===== src/rtl/picorv32_alu_mc_if.sv =====
// Handshake bundle between the decoder/FSM and the multi-cycle ALU.
// The operation channel (in_*) and the result channel (out_*) each use valid/ready.
interface picorv32_alu_mc_if #(
  parameter int XLEN = 32
);
  logic            in_valid;
  logic            in_ready;
  logic [3:0]      op;
  logic [XLEN-1:0] op1;
  logic [XLEN-1:0] op2;
  logic            out_valid;
  logic            out_ready;
  logic [XLEN-1:0] out_result;
  logic            out_cmp;

  // Side that issues operations and consumes results.
  modport master (
    output in_valid, op, op1, op2, out_ready,
    input  in_ready, out_valid, out_result, out_cmp
  );

  // The ALU itself.
  modport slave (
    input  in_valid, op, op1, op2, out_ready,
    output in_ready, out_valid, out_result, out_cmp
  );
endinterface


===== src/rtl/picorv32_alu_mc.sv =====
// Multi-cycle ALU: single-cycle arithmetic/logic/compare, iterative shifter that
// moves SHIFT_STEP bits per cycle while enough shift distance remains, then 1 bit
// per cycle. The result sits in a register until the consumer takes it.
module picorv32_alu_mc #(
  parameter int XLEN       = 32,
  parameter int SHIFT_STEP = 4
) (
  input  logic                   clk,
  input  logic                   resetn,
  picorv32_alu_mc_if.slave       bus
);
  localparam int SHW = $clog2(XLEN);

  localparam logic [3:0] OP_ADD  = 4'd0;
  localparam logic [3:0] OP_SUB  = 4'd1;
  localparam logic [3:0] OP_XOR  = 4'd2;
  localparam logic [3:0] OP_OR   = 4'd3;
  localparam logic [3:0] OP_AND  = 4'd4;
  localparam logic [3:0] OP_SLT  = 4'd5;
  localparam logic [3:0] OP_SLTU = 4'd6;
  localparam logic [3:0] OP_EQ   = 4'd7;
  localparam logic [3:0] OP_NE   = 4'd8;
  localparam logic [3:0] OP_GE   = 4'd9;
  localparam logic [3:0] OP_GEU  = 4'd10;
  localparam logic [3:0] OP_SLL  = 4'd11;
  localparam logic [3:0] OP_SRL  = 4'd12;
  localparam logic [3:0] OP_SRA  = 4'd13;

  // Coarse-step threshold, one bit wider than the count so SHIFT_STEP==XLEN still fits.
  localparam logic [SHW:0]   STEP_WIDE = (SHW+1)'(SHIFT_STEP);
  localparam logic [SHW-1:0] STEP_CNT  = SHW'(SHIFT_STEP);

  typedef enum logic [1:0] {IDLE, SHIFT, DONE} state_t;

  state_t          state_reg, state_next;
  logic [SHW-1:0]  count_reg, count_next;
  logic [XLEN-1:0] result_reg, result_next;
  logic            cmp_reg, cmp_next;
  logic [3:0]      op_reg, op_next;

  logic            in_ready;
  logic            accept;
  logic            is_shift;
  logic [SHW-1:0]  shamt;
  logic [XLEN-1:0] alu_result;
  logic            alu_cmp;
  logic            coarse;
  logic [XLEN-1:0] shift_result;
  logic [SHW-1:0]  shift_count;

  assign shamt    = bus.op2[SHW-1:0];
  assign is_shift = (bus.op == OP_SLL) || (bus.op == OP_SRL) || (bus.op == OP_SRA);

  // Single-cycle result for everything except a shift by a nonzero amount.
  always_comb begin
    logic eq, lt, ltu;
    eq         = (bus.op1 == bus.op2);
    lt         = ($signed(bus.op1) < $signed(bus.op2));
    ltu        = (bus.op1 < bus.op2);
    alu_result = '0;
    alu_cmp    = 1'b0;
    case (bus.op)
      OP_ADD:  alu_result = bus.op1 + bus.op2;
      OP_SUB:  alu_result = bus.op1 - bus.op2;
      OP_XOR:  alu_result = bus.op1 ^ bus.op2;
      OP_OR:   alu_result = bus.op1 | bus.op2;
      OP_AND:  alu_result = bus.op1 & bus.op2;
      OP_SLT:  alu_cmp = lt;
      OP_SLTU: alu_cmp = ltu;
      OP_EQ:   alu_cmp = eq;
      OP_NE:   alu_cmp = !eq;
      OP_GE:   alu_cmp = !lt;
      OP_GEU:  alu_cmp = !ltu;
      // Shift by zero passes op1 straight through.
      OP_SLL, OP_SRL, OP_SRA: alu_result = bus.op1;
      default: alu_result = '0;
    endcase
    if (bus.op >= OP_SLT && bus.op <= OP_GEU)
      alu_result = {{(XLEN-1){1'b0}}, alu_cmp};
  end

  // One shifter iteration on the work register: coarse step while distance allows.
  always_comb begin
    coarse       = ({1'b0, count_reg} >= STEP_WIDE);
    shift_result = result_reg;
    shift_count  = count_reg;
    if (coarse) begin
      shift_count = count_reg - STEP_CNT;
      case (op_reg)
        OP_SLL:  shift_result = result_reg << SHIFT_STEP;
        OP_SRL:  shift_result = result_reg >> SHIFT_STEP;
        default: shift_result = $signed(result_reg) >>> SHIFT_STEP;
      endcase
    end else begin
      shift_count = count_reg - 1'b1;
      case (op_reg)
        OP_SLL:  shift_result = result_reg << 1;
        OP_SRL:  shift_result = result_reg >> 1;
        default: shift_result = $signed(result_reg) >>> 1;
      endcase
    end
  end

  // Next-state and handshake logic for the IDLE/SHIFT/DONE controller.
  always_comb begin
    state_next  = state_reg;
    count_next  = count_reg;
    result_next = result_reg;
    cmp_next    = cmp_reg;
    op_next     = op_reg;
    in_ready    = (state_reg == IDLE) || ((state_reg == DONE) && bus.out_ready);
    accept      = bus.in_valid && in_ready;
    case (state_reg)
      IDLE, DONE: begin
        if (accept) begin
          op_next = bus.op;
          if (is_shift && (shamt != '0)) begin
            state_next  = SHIFT;
            result_next = bus.op1;
            count_next  = shamt;
            cmp_next    = 1'b0;
          end else begin
            state_next  = DONE;
            result_next = alu_result;
            cmp_next    = alu_cmp;
          end
        end else if (state_reg == DONE && bus.out_ready) begin
          state_next = IDLE;
        end
      end
      SHIFT: begin
        result_next = shift_result;
        count_next  = shift_count;
        if (shift_count == '0)
          state_next = DONE;
      end
      default: state_next = IDLE;
    endcase
  end

  // State and datapath registers; reset drops any operation in flight.
  always_ff @(posedge clk) begin
    if (!resetn) begin
      state_reg  <= IDLE;
      count_reg  <= '0;
      result_reg <= '0;
      cmp_reg    <= 1'b0;
      op_reg     <= 4'd0;
    end else begin
      state_reg  <= state_next;
      count_reg  <= count_next;
      result_reg <= result_next;
      cmp_reg    <= cmp_next;
      op_reg     <= op_next;
    end
  end

  assign bus.in_ready   = in_ready;
  assign bus.out_valid  = (state_reg == DONE);
  assign bus.out_result = result_reg;
  assign bus.out_cmp    = cmp_reg;
endmodule


===== src/flat_wrapper.sv =====
// flat-port wrapper written by rule: the top's interface ports become plain ports
module picorv32_alu_mc_flat 
#(
  parameter int XLEN       = 32,
  parameter int SHIFT_STEP = 4
)
  (clk, resetn, bus_in_valid, bus_op, bus_op1, bus_op2, bus_out_ready, bus_in_ready, bus_out_valid, bus_out_result, bus_out_cmp);
  picorv32_alu_mc_if #(.XLEN(XLEN)) bus_i ();
  input  logic clk;
  input  logic resetn;
  input wire logic [$bits(bus_i.in_valid)-1:0] bus_in_valid;
  input wire logic [$bits(bus_i.op)-1:0] bus_op;
  input wire logic [$bits(bus_i.op1)-1:0] bus_op1;
  input wire logic [$bits(bus_i.op2)-1:0] bus_op2;
  input wire logic [$bits(bus_i.out_ready)-1:0] bus_out_ready;
  output wire logic [$bits(bus_i.in_ready)-1:0] bus_in_ready;
  output wire logic [$bits(bus_i.out_valid)-1:0] bus_out_valid;
  output wire logic [$bits(bus_i.out_result)-1:0] bus_out_result;
  output wire logic [$bits(bus_i.out_cmp)-1:0] bus_out_cmp;
  assign bus_i.in_valid = bus_in_valid;
  assign bus_i.op = bus_op;
  assign bus_i.op1 = bus_op1;
  assign bus_i.op2 = bus_op2;
  assign bus_i.out_ready = bus_out_ready;
  assign bus_in_ready = bus_i.in_ready;
  assign bus_out_valid = bus_i.out_valid;
  assign bus_out_result = bus_i.out_result;
  assign bus_out_cmp = bus_i.out_cmp;
  picorv32_alu_mc #(.XLEN(XLEN), .SHIFT_STEP(SHIFT_STEP)) u_core (.clk(clk), .resetn(resetn), .bus(bus_i));
endmodule

===== config.mk =====
export PLATFORM = sky130hd
export DESIGN_NAME = picorv32_alu_mc_flat
export DESIGN_NICKNAME = d
export VERILOG_FILES = /design/src/rtl/picorv32_alu_mc_if.sv /design/src/rtl/picorv32_alu_mc.sv /design/src/flat_wrapper.sv
export SDC_FILE = /design/constraint.sdc
export NUM_CORES = 1
export LEC_CHECK = 0
export BUFFER_PORTS_ARGS = -buffer_cell sky130_fd_sc_hd__buf_4
export CAP_MARGIN = 20
export CORE_MARGIN = 2
export CORE_UTILIZATION = 42
export DETAILED_ROUTE_END_ITERATION = 10
export GPL_TIMING_DRIVEN = 0
export PLACE_DENSITY_LB_ADDON = 0.3
export SLEW_MARGIN = 20
export SYNTH_ARGS = -nofsm -noshare
export SYNTH_HDL_FRONTEND = slang
export SYNTH_SLANG_ARGS = --single-unit
export TNS_END_PERCENT = 50

===== constraint.sdc =====
create_clock -name clk -period 4.1 [get_ports clk]
set_clock_uncertainty 0.05 [all_clocks]
set_input_delay 0.41 -clock clk [delete_from_list [all_inputs] [get_ports clk]]
set_output_delay 0.41 -clock clk [all_outputs]
set_load 0.02 [all_outputs]

After elaboration in Yosys (flattened, before gate mapping):

Cells that the tools add are included.
W data, S select, Z words.

* flip-flop bits (word level): 44
* input port bits: 72
* output and inout port bits: 35
* logic and storage cells: 82

* $add $sub $neg: 4
* order comparisons: 5
* eq/ne operators: 23
* multiplexer cells: 19
* bitwise gates (word level): 3
* reduce and logical (&&, ||, !) cells: 22

Operators with widths (count)
* $pmux W32 S2: 3
* $pmux W32 S6: 1
* $mux W32: 4
* $lt A32 B32 Y1: 2
* $add A32 B32 Y32: 1
* $and A32 B32 Y32: 1
* $eq A32 B32 Y1: 1
* $eq A4 B4 Y1 const B: 8
* $or A32 B32 Y32: 1
* $sub A32 B32 Y32: 1
* $xor A32 B32 Y32: 1
* $eq A4 B3 Y1 const B: 4
* $mux W5: 3
* $pmux W5 S2: 1
* $eq A4 B2 Y1 const B: 2
* $mux W2: 4
* $ne A2 B1 Y1 const B: 3
* $pmux W1 S6: 1
* $reduce_and A2 Y1: 3
* $reduce_and A3 Y1: 2
* $ge A5 B3 Y1 const B: 1
* $logic_not A5 Y1: 1
* $reduce_bool A5 Y1: 1
* $sub A5 B1 Y5 const B: 1
* 18 further kinds: 25

Depth between registers and ports, before layout:

* depth in word-level cells: 7
* gate-level depth with buffers: 13
* gate-level depth less buffers: 13

Worst setup path after synthesis:

Ideal clock, no wire load.

* path type: input-to-reg
* from: in bus_op2[11]
* to: reg u_core.result_reg[25], in the netlist u_core.bus.out_result[25]
* setup time: 103 ps
* arrival: 2697 ps
* data required time: 3947 ps
* slack: 1249 ps
* stages: 12
* buffers on the path: 1
* cells stage by stage: inv_1 > ha_1 > buf_6 > o21a_1 > o211a_1 > a221oi_2 > a31oi_2 > a31o_2 > a31oi_1 > xnor2_1 > a221oi_2 > a2111oi_2

* word-level cells in the longest chain between the ends: 6
* elaborated cells between the ends (all ways): 7
* those cells by class: add/sub (2); mux (5)

Ends and longest elaborated chain
* start, declared: RTL line flat_wrapper.sv:14 `input wire logic [$bits(bus_i.op2)-1:0] bus_op2;`
* $sub A32 B32 Y32 / $add A32 B32 Y32 (equally long branches): RTL line picorv32_alu_mc.sv:64, picorv32_alu_mc.sv:63
* $pmux W32 S6 *: RTL line picorv32_alu_mc.sv:62 `case (bus.op)`
* $mux W32 *: RTL line picorv32_alu_mc.sv:78 `if (bus.op >= OP_SLT && bus.op <= OP_GEU)`
* $mux W32 *: RTL line picorv32_alu_mc.sv:117 `if (is_shift && (shamt != '0)) begin`
* $mux W32 *: RTL line picorv32_alu_mc.sv:115 `if (accept) begin`
* $pmux W32 S2 *: RTL line picorv32_alu_mc.sv:113 `case (state_reg)`
* end signal, assigned: RTL line picorv32_alu_mc.sv:152 `result_reg <= result_next;`
* end, declared: RTL line picorv32_alu_mc.sv:37 `logic [XLEN-1:0] result_reg, result_next;`

Mark *: on every way between the ends. The rest lies on a longest branch, timed or not. The select of a mux whose other input is x is not followed.
A chain may end at the register's enable or synchronous reset.

Worst setup path after layout:

* from: in bus_op[1]
* to: reg u_core.result_reg[17], in the netlist u_core.bus.out_result[17]

* word-level cells in the longest chain between the ends: 7
* elaborated cells between the ends (all ways): 20
* those cells by class: order compare (2); eq/ne (7); mux (5); reduce/logical (6)

Ends and longest elaborated chain
* start, declared: RTL line flat_wrapper.sv:12 `input wire logic [$bits(bus_i.op)-1:0] bus_op;`
* $eq A4 B4 Y1: RTL line picorv32_alu_mc.sv:52, picorv32_alu_mc.sv:62
* $reduce_or A3 Y1 / $logic_or A1 B1 Y1 (equally long branches): RTL line picorv32_alu_mc.sv:62, picorv32_alu_mc.sv:52
* $pmux W32 S6 / $logic_or A1 B1 Y1 (equally long branches): RTL line picorv32_alu_mc.sv:62, picorv32_alu_mc.sv:52
* $mux W32 / $logic_and A1 B1 Y1 (equally long branches): RTL line picorv32_alu_mc.sv:78, picorv32_alu_mc.sv:117
* $mux W32 *: RTL line picorv32_alu_mc.sv:117
* $mux W32 *: RTL line picorv32_alu_mc.sv:115
* $pmux W32 S2 *: RTL line picorv32_alu_mc.sv:113

Marked as above.

==> results_dict.tcl <==
set metrics [dict create \
    clock_latency_ps 300 \
    clk_pin_slew_ps 70 \
    cap_violations 0 \
    final.period_utilization 0.946 \
    min_period_ps 3880 \
    r2r-start "u_core.state_reg[0]" \
    via_per_inst 6.61 \
    slew_headroom 0.217 \
    core-area_mm2 0.0195 \
    drc 0 \
    cts_tree "done" \
    setup_viol 0 \
    power_density_mw_per_mm2 235 \
    synth_seq_cells 44 \
    grt.overflow.total 0 \
    setup-tns-final_ps 0 \
    cts_resized 0 \
    synth_nets 1414 \
    yosysSeqAreaShare 0.105 \
    async_reset_ff_frac 0 \
    finalHoldViolCount 0 \
    synthFlopType "dfxtp_1" \
    netlist_area_mm2 0.00835 \
    peakVddDrop_mv 0.161 \
    r2r_slack_ps 240 \
    finish.utilization 0.495 \
    fp.dieW_um 145 \
    root_buffer "clkbuf_16" \
    dp_hpwl_um 29900 \
    place_inst 1603 \
    reg2reg_depth 8 \
    wl_um 38700 \
    layout_commonest_cell "nor2_1" \
    status "finished clean" \
    finalNetCount 1526 \
    fmax_ghz 0.258 \
    start_util 0.429 \
    io_pins 107 \
    die_h_um 145 \
    cts_sinks 44 \
    grtUsageTotal 0.354 \
    cts-htree-levels 2 \
    cp.arrival_ps 3990 \
    syn-instance-count 1233 \
    hp-class "input port to flop" \
    grt_pass1_vias 10000 \
    cp-start-kind "input port" \
    finalNonFillerCells 1611 \
    grt_pass1_wl_um 58700 \
    antennaDiodeCount 0 \
    postRouteAntennaNets 0 \
    fin_total_pwr_mw 2.26 \
    numCtsBuffers 5 \
    worst_pin_slew_ps 1170 \
    rsz0062_at_grt "false" \
    hold_depth 3 \
    rows 51 \
    largest_register_ffs 32 \
    leakagePower_nw 4.09 \
    num_vias 10600 \
    area_delta_synth_final_pct 15.3 \
    io_buffers 104 \
    synth_area_per_cell_um2 6.77 \
    holdWs_ps 360 \
    cp-startpoint "bus_op[1]" \
    synth_edf_count 0 \
    ys_types 86 \
    crit_path_end_kind "flop" \
    cp_max_fo 10 \
    firstDrtPassIters 6 \
    ctsHoldBuffers 0 \
    grt_max_degree 16 \
    crit_type "input port to flop" \
    antenna_found_initial 1 \
    required_ps 4210 \
    drive_gt1_frac 0.120 \
    slew_violations 0 \
    postCtsSetupBuffers 0 \
    crit_end "u_core.bus.out_result[17]" \
    drt_iter0_markers 1306 \
    rr_endpoint "u_core.bus.out_result[22]" \
    clock_path_buffers 2 \
    place_congestion 1.06 \
    ys.warnings.count 0 \
    layout_common_cells "nor2_1 (145), a21oi_1 (115), ha_1 (107)" \
    routedWlPerCell_um 24.0 \
    die_area_mm2 0.0210 \
]
==> routing by layer <==
layer / vias up / routed length, µm / track usage
li1: 4800 / - / -
met1: 4905 / 15500 / 0.468
met2: 778 / 16700 / 0.552
met3: 163 / 4610 / 0.0755
met4: 2 / 1880 / 0.156
met5: - / 13 / 0
==> power by group <==
part           total (mW)  switching [mW]  internal (mW)  leakage (nW)
Combinational        1.30           0.852          0.451          3.66
Clock               0.417           0.190          0.227        0.0660
Sequential          0.537          0.0676          0.469         0.363
==> stage by stage <==
step | instance area, µm² | setup slack, ps
floorplan | 8350 | 1250
global placement | 9460 | -87.5
detailed placement | 9470 | 86.4
CTS | 9620 | 388
global route | 9630 | 223
finish | 9630 | 222
==> how the worst min path moves through the flow <==
stage	startpoint	endpoint	slack (ps)
finish	bus_op1[0]	u_core.bus.out_result[0]	360
detailed placement	u_core.op_reg[2]	u_core.op_reg[2]	430
global placement	u_core.op_reg[2]	u_core.op_reg[2]	420
CTS	bus_op2[0]	u_core.count_reg[0]	370
floorplan	u_core.op_reg[2]	u_core.op_reg[2]	410
global route	bus_op1[0]	u_core.bus.out_result[0]	390
==> Yosys cell counts (17+ instances only) <==
cell type  count  share of area
a21oi_1      115          0.069
a221oi_1      29          0.030
nand3_1       27          0.016
o211ai_1      35          0.031
dfxtp_1       44           0.11
o21ai_0       67          0.040
buf_2         17          0.010
ha_1         107           0.16
a31oi_1       17          0.013
clkbuf_1      58          0.026
inv_1        106          0.048
nor3_1        69          0.041
nor2_1       145          0.065
nand2_1       80          0.036
==> worst max-delay path, stage by stage <==
cell and delay (ps):
buf_2 140, nand2b_1 200, a21boi_1 890, clkbuf_1 760, buf_1 750, a21oi_1 240
o211ai_1 150, a21oi_1 70, a211oi_1 370
==> layout make-up <==
class                   count  area [µm²]
fillers                  2075        9840
well taps                 265         332
flip-flops and latches     44         881
plain buffers              88         372
clock buffers               5         125
clock inverters             3        23.8
multi-input cells         994        6710
inverters                 107         402
repair buffers            105         786
==> kinds of logic (layout without fill, tap and decap cells) <==
family | Yosys count | in the layout | share of synthesized area
AO/OA/AOI/OAI | 453 | 453 | 0.379
adder cells (fa/ha/maj) | 109 | 109 | 0.165
buffers and inverters | 195 | 308 | 0.0926
AND/OR/NAND/NOR | 417 | 417 | 0.241
flip-flops | 44 | 44 | 0.105
XOR/XNOR | 8 | 8 | 0.00839
multiplexers | 7 | 7 | 0.00854
Power figures use the tool's default switching activity.
